===== config.mk =====
export PLATFORM = sky130hd
export DESIGN_NAME = pio_irq_port
export DESIGN_NICKNAME = d
export VERILOG_FILES = /design/src/rtl/pio_pkg.sv /design/src/rtl/pio_sync_edge.sv /design/src/rtl/pio_irq_port.sv
export SDC_FILE = /design/constraint.sdc
export NUM_CORES = 1
export LEC_CHECK = 0
export CAP_MARGIN = 20
export CORE_ASPECT_RATIO = 1.75
export CORE_UTILIZATION = 54
export CTS_CLUSTER_SIZE = 10
export DETAILED_ROUTE_END_ITERATION = 6
export PLACE_DENSITY = 0.86
export SETUP_SLACK_MARGIN = 0.4
export SLEW_MARGIN = 15
export SYNTH_ARGS = -nofsm -noshare
export SYNTH_HDL_FRONTEND = slang
export SYNTH_SLANG_ARGS = --single-unit

===== constraint.sdc =====
create_clock -name clk -period 2.9 [get_ports clk]
set_input_delay 0.725 -clock clk [delete_from_list [all_inputs] [get_ports clk]]
set_output_delay 0.725 -clock clk [all_outputs]
set_load 0.005 [all_outputs]

===== src/rtl/pio_pkg.sv =====
// Shared definitions for the PIO interrupt port: register offsets,
// the decoded-register enum and small helpers used by the address decode.
package pio_pkg;

  localparam int PIO_MAX_WIDTH = 32;

  // Byte offsets inside the port's 64-byte window.
  localparam logic [5:0] PIO_OUT     = 6'h00;
  localparam logic [5:0] PIO_CLR     = 6'h04;
  localparam logic [5:0] PIO_SET     = 6'h08;
  localparam logic [5:0] PIO_TGL     = 6'h0C;
  localparam logic [5:0] PIO_DDR     = 6'h10;
  localparam logic [5:0] PIO_PIN     = 6'h14;
  localparam logic [5:0] PIO_RISE_EN = 6'h18;
  localparam logic [5:0] PIO_FALL_EN = 6'h1C;
  localparam logic [5:0] PIO_FLAG    = 6'h20;

  typedef enum logic [3:0] {
    REG_OUT,
    REG_CLR,
    REG_SET,
    REG_TGL,
    REG_DDR,
    REG_PIN,
    REG_RISE_EN,
    REG_FALL_EN,
    REG_FLAG,
    REG_NONE
  } pio_reg_e;

  // Word index (address bits [5:2]) to register; reserved slots map to REG_NONE.
  function automatic pio_reg_e pio_decode(input logic [3:0] word_idx);
    logic [5:0] off;
    pio_reg_e   sel;
    off = {word_idx, 2'b00};
    case (off)
      PIO_OUT:     sel = REG_OUT;
      PIO_CLR:     sel = REG_CLR;
      PIO_SET:     sel = REG_SET;
      PIO_TGL:     sel = REG_TGL;
      PIO_DDR:     sel = REG_DDR;
      PIO_PIN:     sel = REG_PIN;
      PIO_RISE_EN: sel = REG_RISE_EN;
      PIO_FALL_EN: sel = REG_FALL_EN;
      PIO_FLAG:    sel = REG_FLAG;
      default:     sel = REG_NONE;
    endcase
    return sel;
  endfunction

  // Ones in the low `w` bits, saturating at the full 32-bit word.
  function automatic logic [31:0] pio_width_mask(input int w);
    logic [31:0] m;
    if (w >= PIO_MAX_WIDTH) m = '1;
    else                    m = (32'h1 << w) - 32'h1;
    return m;
  endfunction

endpackage


===== src/rtl/pio_sync_edge.sv =====
// Input synchroniser chain plus edge detection for the PIO port.
// Edge outputs (and the `prev` register) exist only when PIO_IRQ_EN is defined.
module pio_sync_edge #(
  parameter int WIDTH = 32,
  parameter int DEPTH = 2
) (
  input  logic             clk,
  input  logic             rst,
  input  logic [WIDTH-1:0] din,
  output logic [WIDTH-1:0] sync
`ifdef PIO_IRQ_EN
  ,
  output logic [WIDTH-1:0] rise,
  output logic [WIDTH-1:0] fall
`endif
);

  logic [WIDTH-1:0] stage [DEPTH];

  // Metastability chain: pins enter stage 0, the last stage is the clean value.
  always_ff @(posedge clk or negedge rst) begin
    if (!rst) begin
      for (int i = 0; i < DEPTH; i++) stage[i] <= '0;
    end else begin
      stage[0] <= din;
      for (int i = 1; i < DEPTH; i++) stage[i] <= stage[i-1];
    end
  end

  assign sync = stage[DEPTH-1];

`ifdef PIO_IRQ_EN
  logic [WIDTH-1:0] prev;

  // One-cycle delayed copy of the synchronised pins for edge comparison.
  always_ff @(posedge clk or negedge rst) begin
    if (!rst) prev <= '0;
    else      prev <= sync;
  end

  assign rise = sync & ~prev;
  assign fall = ~sync & prev;
`endif

endmodule


===== src/rtl/pio_irq_port.sv =====
// Memory-mapped GPIO port with set/clear/toggle, direction, synchronised
// inputs and per-pin edge interrupts. Read data is registered and is zero
// whenever no read was selected, so it can be ORed onto the data bus.
// Build option: PIO_IRQ_EN enables RISE_EN/FALL_EN/FLAG and the irq output.
module pio_irq_port
  import pio_pkg::*;
#(
  parameter int          BUS_ADDR_DATA_LEN = 13,
  parameter int          PORT_WIDTH        = 32,
  parameter logic [31:0] PINMASK           = 32'hFFFF_FFFF,
  parameter logic [31:0] INVERSE_MASK      = 32'h0000_0000,
  parameter logic [31:0] OUT_ENABLED_MASK  = 32'hFFFF_FFFF,
  parameter int          SYNC_STAGES       = 2
) (
  input  logic                         clk,
  input  logic                         rst,
  input  logic [BUS_ADDR_DATA_LEN-1:0] addr_dat,
  input  logic                         wr_dat,
  input  logic                         rd_dat,
  input  logic [31:0]                  bus_dat_in,
  output logic [31:0]                  bus_dat_out,
  input  logic [PORT_WIDTH-1:0]        io_in,
  output logic [PORT_WIDTH-1:0]        io_out,
  output logic [PORT_WIDTH-1:0]        io_oe,
  output logic                         irq
);

  // Bits that exist both physically (width) and by configuration (PINMASK).
  localparam logic [31:0] IMPL_MASK = PINMASK & pio_width_mask(PORT_WIDTH);

  pio_reg_e              reg_sel;
  logic [31:0]           wdata;
  logic [31:0]           out_q;
  logic [31:0]           ddr_q;
  logic [31:0]           pin_w;
  logic [31:0]           rdata;
  logic [PORT_WIDTH-1:0] sync_w;
  logic                  unused_addr;

  assign reg_sel     = pio_decode(addr_dat[5:2]);
  assign wdata       = bus_dat_in & IMPL_MASK;
  assign unused_addr = ^{addr_dat[BUS_ADDR_DATA_LEN-1:6], addr_dat[1:0]};

`ifdef PIO_IRQ_EN
  logic [PORT_WIDTH-1:0] rise_w;
  logic [PORT_WIDTH-1:0] fall_w;

  pio_sync_edge #(
    .WIDTH (PORT_WIDTH),
    .DEPTH (SYNC_STAGES)
  ) u_sync_edge (
    .clk  (clk),
    .rst  (rst),
    .din  (io_in),
    .sync (sync_w),
    .rise (rise_w),
    .fall (fall_w)
  );
`else
  pio_sync_edge #(
    .WIDTH (PORT_WIDTH),
    .DEPTH (SYNC_STAGES)
  ) u_sync_edge (
    .clk  (clk),
    .rst  (rst),
    .din  (io_in),
    .sync (sync_w)
  );
`endif

  assign pin_w = 32'(sync_w) & IMPL_MASK;

  // Output value and direction registers; CLR/SET/TGL modify OUT in place.
  always_ff @(posedge clk or negedge rst) begin
    if (!rst) begin
      out_q <= '0;
      ddr_q <= '0;
    end else if (wr_dat) begin
      case (reg_sel)
        REG_OUT: out_q <= wdata;
        REG_CLR: out_q <= out_q & ~wdata;
        REG_SET: out_q <= out_q | wdata;
        REG_TGL: out_q <= out_q ^ wdata;
        REG_DDR: ddr_q <= wdata;
        default: ;
      endcase
    end
  end

  // Inversion is applied only at the pin, so OUT reads back what was written.
  assign io_out = PORT_WIDTH'((out_q ^ INVERSE_MASK) & IMPL_MASK);
  assign io_oe  = PORT_WIDTH'(ddr_q & OUT_ENABLED_MASK & IMPL_MASK);

`ifdef PIO_IRQ_EN
  logic [31:0] rise_en_q;
  logic [31:0] fall_en_q;
  logic [31:0] flag_q;
  logic [31:0] flag_d;
  logic [31:0] edge_hit;

  // Flag update: a W1C clear is applied first and new edges ORed on top,
  // so an edge arriving in the clearing cycle is never lost.
  always_comb begin
    edge_hit = ((32'(rise_w) & rise_en_q) | (32'(fall_w) & fall_en_q)) & IMPL_MASK;
    flag_d   = flag_q;
    if (wr_dat && (reg_sel == REG_FLAG)) flag_d = flag_q & ~wdata;
    flag_d   = flag_d | edge_hit;
  end

  // Edge enables, flag register and the registered level interrupt.
  always_ff @(posedge clk or negedge rst) begin
    if (!rst) begin
      rise_en_q <= '0;
      fall_en_q <= '0;
      flag_q    <= '0;
      irq       <= 1'b0;
    end else begin
      if (wr_dat && (reg_sel == REG_RISE_EN)) rise_en_q <= wdata;
      if (wr_dat && (reg_sel == REG_FALL_EN)) fall_en_q <= wdata;
      flag_q <= flag_d;
      irq    <= |(flag_q & (rise_en_q | fall_en_q));
    end
  end
`else
  assign irq = 1'b0;
`endif

  // Read mux; write-only and reserved offsets read as zero.
  always_comb begin
    rdata = '0;
    case (reg_sel)
      REG_OUT:     rdata = out_q;
      REG_DDR:     rdata = ddr_q;
      REG_PIN:     rdata = pin_w;
`ifdef PIO_IRQ_EN
      REG_RISE_EN: rdata = rise_en_q;
      REG_FALL_EN: rdata = fall_en_q;
      REG_FLAG:    rdata = flag_q;
`endif
      default:     rdata = '0;
    endcase
  end

  // Registered read data, zero whenever this port is not being read.
  always_ff @(posedge clk or negedge rst) begin
    if (!rst)        bus_dat_out <= '0;
    else if (rd_dat) bus_dat_out <= rdata;
    else             bus_dat_out <= '0;
  end

endmodule

**Word level (Yosys, flattened, before mapping)**

Cells that the tools add are included.

- Bits in registers: 160
- Latch bits: 0
- RAM bits: 0
- Bits in read-only memories: 0
- Input port bits: 81
- Logic and storage cells: 31
- Memories kept: 0

- $add $sub $neg: 0
- Multipliers: 0
- Divide/modulo/power cells: 0
- $lt $le $gt $ge: 0
- Eq/ne operators: 13
- Shift-type cells: 0
- Muxes and demuxes: 4
- Bitwise logic cells: 4
- Reduce and logical (&&, ||, !) cells: 5

Operator list:

| operator | count |
|---|---|
| 32-bit case mux with 4 select lines | 1 |
| 32-bit case mux with 3 select lines | 1 |
| 4-bit case mux with 9 select lines | 1 |
| 32-bit bitwise AND | 1 |
| 32-bit 2-to-1 mux | 1 |
| 32-bit inverter | 1 |
| 32-bit OR | 1 |
| 32-bit bitwise XOR | 1 |
| 4-bit by 3-bit equality test with 1-bit output (second input constant) | 6 |
| 4-bit by 2-bit equality test with 1-bit output (second input constant) | 4 |
| 4-bit by 1-bit equality test with 1-bit output (second input constant) | 2 |
| 4-bit zero test | 2 |
| 4-bit equality test (second input constant) | 1 |
| 2-bit AND reduction | 2 |
| 4-bit nonzero test | 1 |

**Longest topological paths before layout**

- Depth in word-level cells: 5
- Mapped depth: 6
- Depth with buffers taken out: 5

**By module**

A second synthesis with hierarchy kept.

- Cells, all modules: 643
- Area total of the unflattened synthesis: 7807.5 sq um

Modules (own cells, without submodules):

| module | instances | cells each | area each (sq um) |
|---|---|---|---|
| pio_irq_port | 1 | 547 | 5965.7 |
| pio_sync_edge | 1 | 96 | 1841.8 |

**Least setup slack after synthesis**

No wires, ideal clock.

- Path type: input port to flip-flop
- Start point: input addr_dat[5]
- End point: register ddr_q[10], in the netlist io_oe[10]
- Setup time: 0.127 ns
- Arrival: 1.795 ns
- Slack: 0.977 ns
- Cell stages on the path: 6
- Cells stage by stage: buf_4 nor3_4 and3_1 buf_4 buf_6 mux2_1

- Cells in the longest elaborated chain, start to end: 4
- Elaborated cells on any way between the ends: 12
- Classes of those cells: eq/ne (9); mux (1); reduce/logical (2)

RTL lines:

| element | line | RTL |
|---|---|---|
| start: declaration | pio_irq_port.sv:17 | `input logic [BUS_ADDR_DATA_LEN-1:0] addr_dat,` |
| 4-bit equality test, or another cell as far along | pio_pkg.sv:36 | `case (off)` |
| 4-bit case mux with 9 select lines (*) | pio_pkg.sv:36 |  |
| 4-bit by 3-bit equality test with 1-bit output (*) | pio_irq_port.sv:79 | `case (reg_sel)` |
| 2-bit AND reduction (no line) (*) | n/a |  |
| end signal: assignment | pio_irq_port.sv:84 | `REG_DDR: ddr_q <= wdata;` |
| end: declaration | pio_irq_port.sv:34 | `logic [31:0] ddr_q;` |

Every way passes the cells marked *; elsewhere a longest branch is shown, timed or not.
A chain may end at the register's enable or synchronous reset.

**Worst setup path after layout**

- Start point: input addr_dat[5]
- End point: register bus_dat_out[2]

- Cells in the longest elaborated chain, start to end: 5
- Elaborated cells on any way between the ends: 15
- Classes of those cells: eq/ne (10); mux (3); reduce/logical (2)

RTL lines:

| element | line | RTL |
|---|---|---|
| 4-bit equality test, or another cell as far along | pio_pkg.sv:36 |  |
| 4-bit case mux with 9 select lines (*) | pio_pkg.sv:36 |  |
| 4-bit by 3-bit equality test with 1-bit output or 4-bit zero test (tied branches) | pio_irq_port.sv:131 | `case (reg_sel)` |
| 32-bit case mux with 3 select lines (*) | pio_irq_port.sv:131 |  |
| 32-bit 2-to-1 mux (*) | pio_irq_port.sv:147 | `else if (rd_dat) bus_dat_out <= rdata;` |
| end signal: assignment | pio_irq_port.sv:147 |  |
| end: declaration | pio_irq_port.sv:21 | `output logic [31:0] bus_dat_out,` |

Marked as above.

==> qor.csv <==
stage,metric,value,unit
run_status,status,finished clean,
timing,slew_violations,0,
cts,cts_tree,yes,
timing,rsz0062_at_grt,false,
synth,yosysTopAreaCellShare,0.529,
synth,synth_area,7570,um^2
die,die_h,159,um
die,die_x,91.5,um
placed_design,place_congestion,0.802,
cts,cts_buffers,17,
critical_path,regToRegStartpoint,io_out[27],
die,start_util,0.560,
detailed_routing,avgRoutedWirePerCell,20.5,um
critical_path,critical_path.top_delay_family,simple AND/OR/NAND/NOR gates,
detailed_routing,drt_wl_total,19700,um
placed_design,hpwl,13000,um
detailed_routing,met1Wirelength,7330,um
detailed_routing,viasPerCell,5.88,
die,core_area,13500,um^2
synth,ys_seq_area_frac,0.529,
synth,netlist-cell-type-count,33,
synth,synth_top_cell_by_area,dfrtp_1,
synth,synth_area_per_cell,12.4,um^2
cells_and_area,final_nets,915,
synth,synth.most_common_cell,dfrtp_1,
cts,clkLatencyLatePin,420,ps
cts,clockBufferDepth,2,
synth,synthFlopType,dfrtp_1,
cells_and_area,layout-drive-gt1-share,0.157,
timing,skew,4.80,ps
timing,fmax,425,MHz
detailed_routing,drt_iter0_markers,382,
synth,synth-warning-count,0,
global_route,gr-total-overflow,0,
cts,cts_root_buf,clkbuf_16,
detailed_routing,wl_met3,862,um
die,ioPinCount,178,
timing,final_hold_viol_count,0,
timing,hold-worst-slack,309,ps
synth,synth_cells,611,
timing,setup_tns,0,ps
cells_and_area,area_growth_syn_to_layout,31.5,%
cts,cts_max_level,4,
timing,slew_headroom,0.312,
detailed_routing,ant_nets,0,
cells_and_area,final_util,0.736,
placed_design,post-place-ws,87.0,ps
global_route,grt_pass1_vias,5882,
critical_path,worstPathBufferInverterCount,1,
synth,ys_top_cells_by_count,"160 x dfrtp_1, 65 x inv_1, 64 x ha_1",
power_and_ir_drop,peakVddDrop,460,uV
timing,worstMarginPinSlew,1030,ps
critical_path,crit_start,addr_dat[5],
timing,setup_ws,547,ps
critical_path,startpoint_type,input port,
cts,clkSlewWorstSetupHoldPaths,60,ps
job,cap_viol_max_count,0,
critical_path,cpMaxStageDelayCell,and4bb_2,
critical_path,cp.required,3250,ps
critical_path,critical_path.max_fanout,32,
detailed_routing,dr.max_layer_used,met4,
synth,synthTopCellsByArea,"dfrtp_1 53%, ha_1 11%, mux2_2 5.1%, mux2_1 4.5%, inv_1 3.2%",
critical_path,critPathCaptureType,flip-flop,
synth,ys_ff_latch,160,
placed_design,numPortBuffers,167,
power_and_ir_drop,power_density,629,nW/um^2
critical_path,crit_arrival,2700,ps
synth,async_flop_share,1.00,
detailed_routing,drt-pass1-iter-count,5,
global_route,antenna_found_initial,1,
global_route,grt_max_degree,76,
synth,synth_nets,756,
synth,synth_edf_count,0,
hold_path,worstHoldPathType,input port to asynchronous set/reset pin,
timing,layout_min_cycle_time,2350,ps
die,fp-row-count,56,
critical_path,crit_type,input port to flip-flop,
detailed_routing,drc,0,
timing,period_share,0.811,
die,design.die.area,14500,um^2
detailed_routing,vias,5635,
critical_path,cp_slowest_stage_delay,990,ps
timing,setup_viol,0,
cts,postCtsHoldBufs,0,
global_route,grtUsageTotal,0.278,
global_route,grt_pass1_wl,30500,um
cts,cts_sinks,160,
critical_path,crit_chain,clkdlybuf4s50_1 > and4bb_2 > a22oi_1 > nor2_1,
detailed_routing,wl_met2,10800,um
power_and_ir_drop,power_leakage,0.00444,uW
==> repair_timing <==
action | in CTS | in global routing
hold endpoints to repair | 0 | 0
setup endpoints to repair | 0 | 3
resized for setup | 0 | 0
buffers inserted | 0 | 2
==> per-stage QoR <==
stage | power, uW | cell area (um^2) | std cells
6_report | 6260 | 9950 | 958
5_1_grt | 6520 | 9950 | 958
3_5_place_dp | 4040 | 9340 | 923
3_3_place_gp | 3950 | 9340 | 923
4_1_cts | 6290 | 9930 | 955
2_1_floorplan | 3280 | 7570 | 611
==> area by class of cell <==
cell class / instances / area [um^2]
fillers: 883 / 3570
well taps: 174 / 218
clock buffers: 19 / 443
flip-flops and latches: 160 / 4000
diodes: 1 / 2.50
inverters: 65 / 244
clock inverters: 13 / 153
repair buffers: 185 / 1830
multi-input cells: 341 / 3060
==> routing by layer <==
layer  up-vias  GRT usage
li1       2484          -
met1      2875      0.318
met2       215      0.501
met3        61     0.0430
met4         0      0.146
met5         -          0
==> worst paths after layout <==
check,cells past startpoint,end,slack (ps)
setup / recovery,4,bus_dat_out[2],550
hold / removal,1,io_oe[7],310
setup reg to reg,5,io_out[27],1270
hold reg to reg,0,u_sync_edge.sync[30],350
max in group asynchronous,2,io_out[4],1790
min in group clk,0,u_sync_edge.sync[30],350
==> cell usage in the layout, fill, tap and decap left out, drive strengths merged <==
cell type and instances:
clkdlybuf4s50 163, dfrtp 160, inv 69, ha 64, mux2 64, nor2 33, a22oi 32, a21oi 32
o21ai 32, o22ai 32, a221oi 24, buf 22, clkbuf 19, and3 9, a2111oi 8, clkinvlp 4
clkinv 3, bufinv 2, or2 2, diode 1, nand2b 1, nand3 1, and4bb 1, nor3 1
nor3b 1, nor4b 1, and2 1, nor4bb 1, conb 1
==> flip-flops by register name, summed over array words and instances, names as in the netlist <==
signal	cells
bus_dat_out	32
io_oe	32
io_out	32
u_sync_edge.stage	32
u_sync_edge.sync	32
==> report_power, final <==
group	total, uW	switching [uW]	leakage (uW)	internal (uW)
clock	2240	933	0.000280	1310
combinational	1340	575	0.00219	768
sequential	2680	205	0.00198	2470
==> cell families (layout without fill, tap and decap cells) <==
group	after synthesis	in the layout	synth area share
adders and majority gates	64	64	0.106
buffers and inverters	110	282	0.0685
DFF	160	160	0.529
and+or+nand+nor	52	52	0.0385
muxes	64	64	0.0952
other	1	2	0.000496
AOI/OAI and AO/OA	160	160	0.162
(Power assumes the default switching activity.)
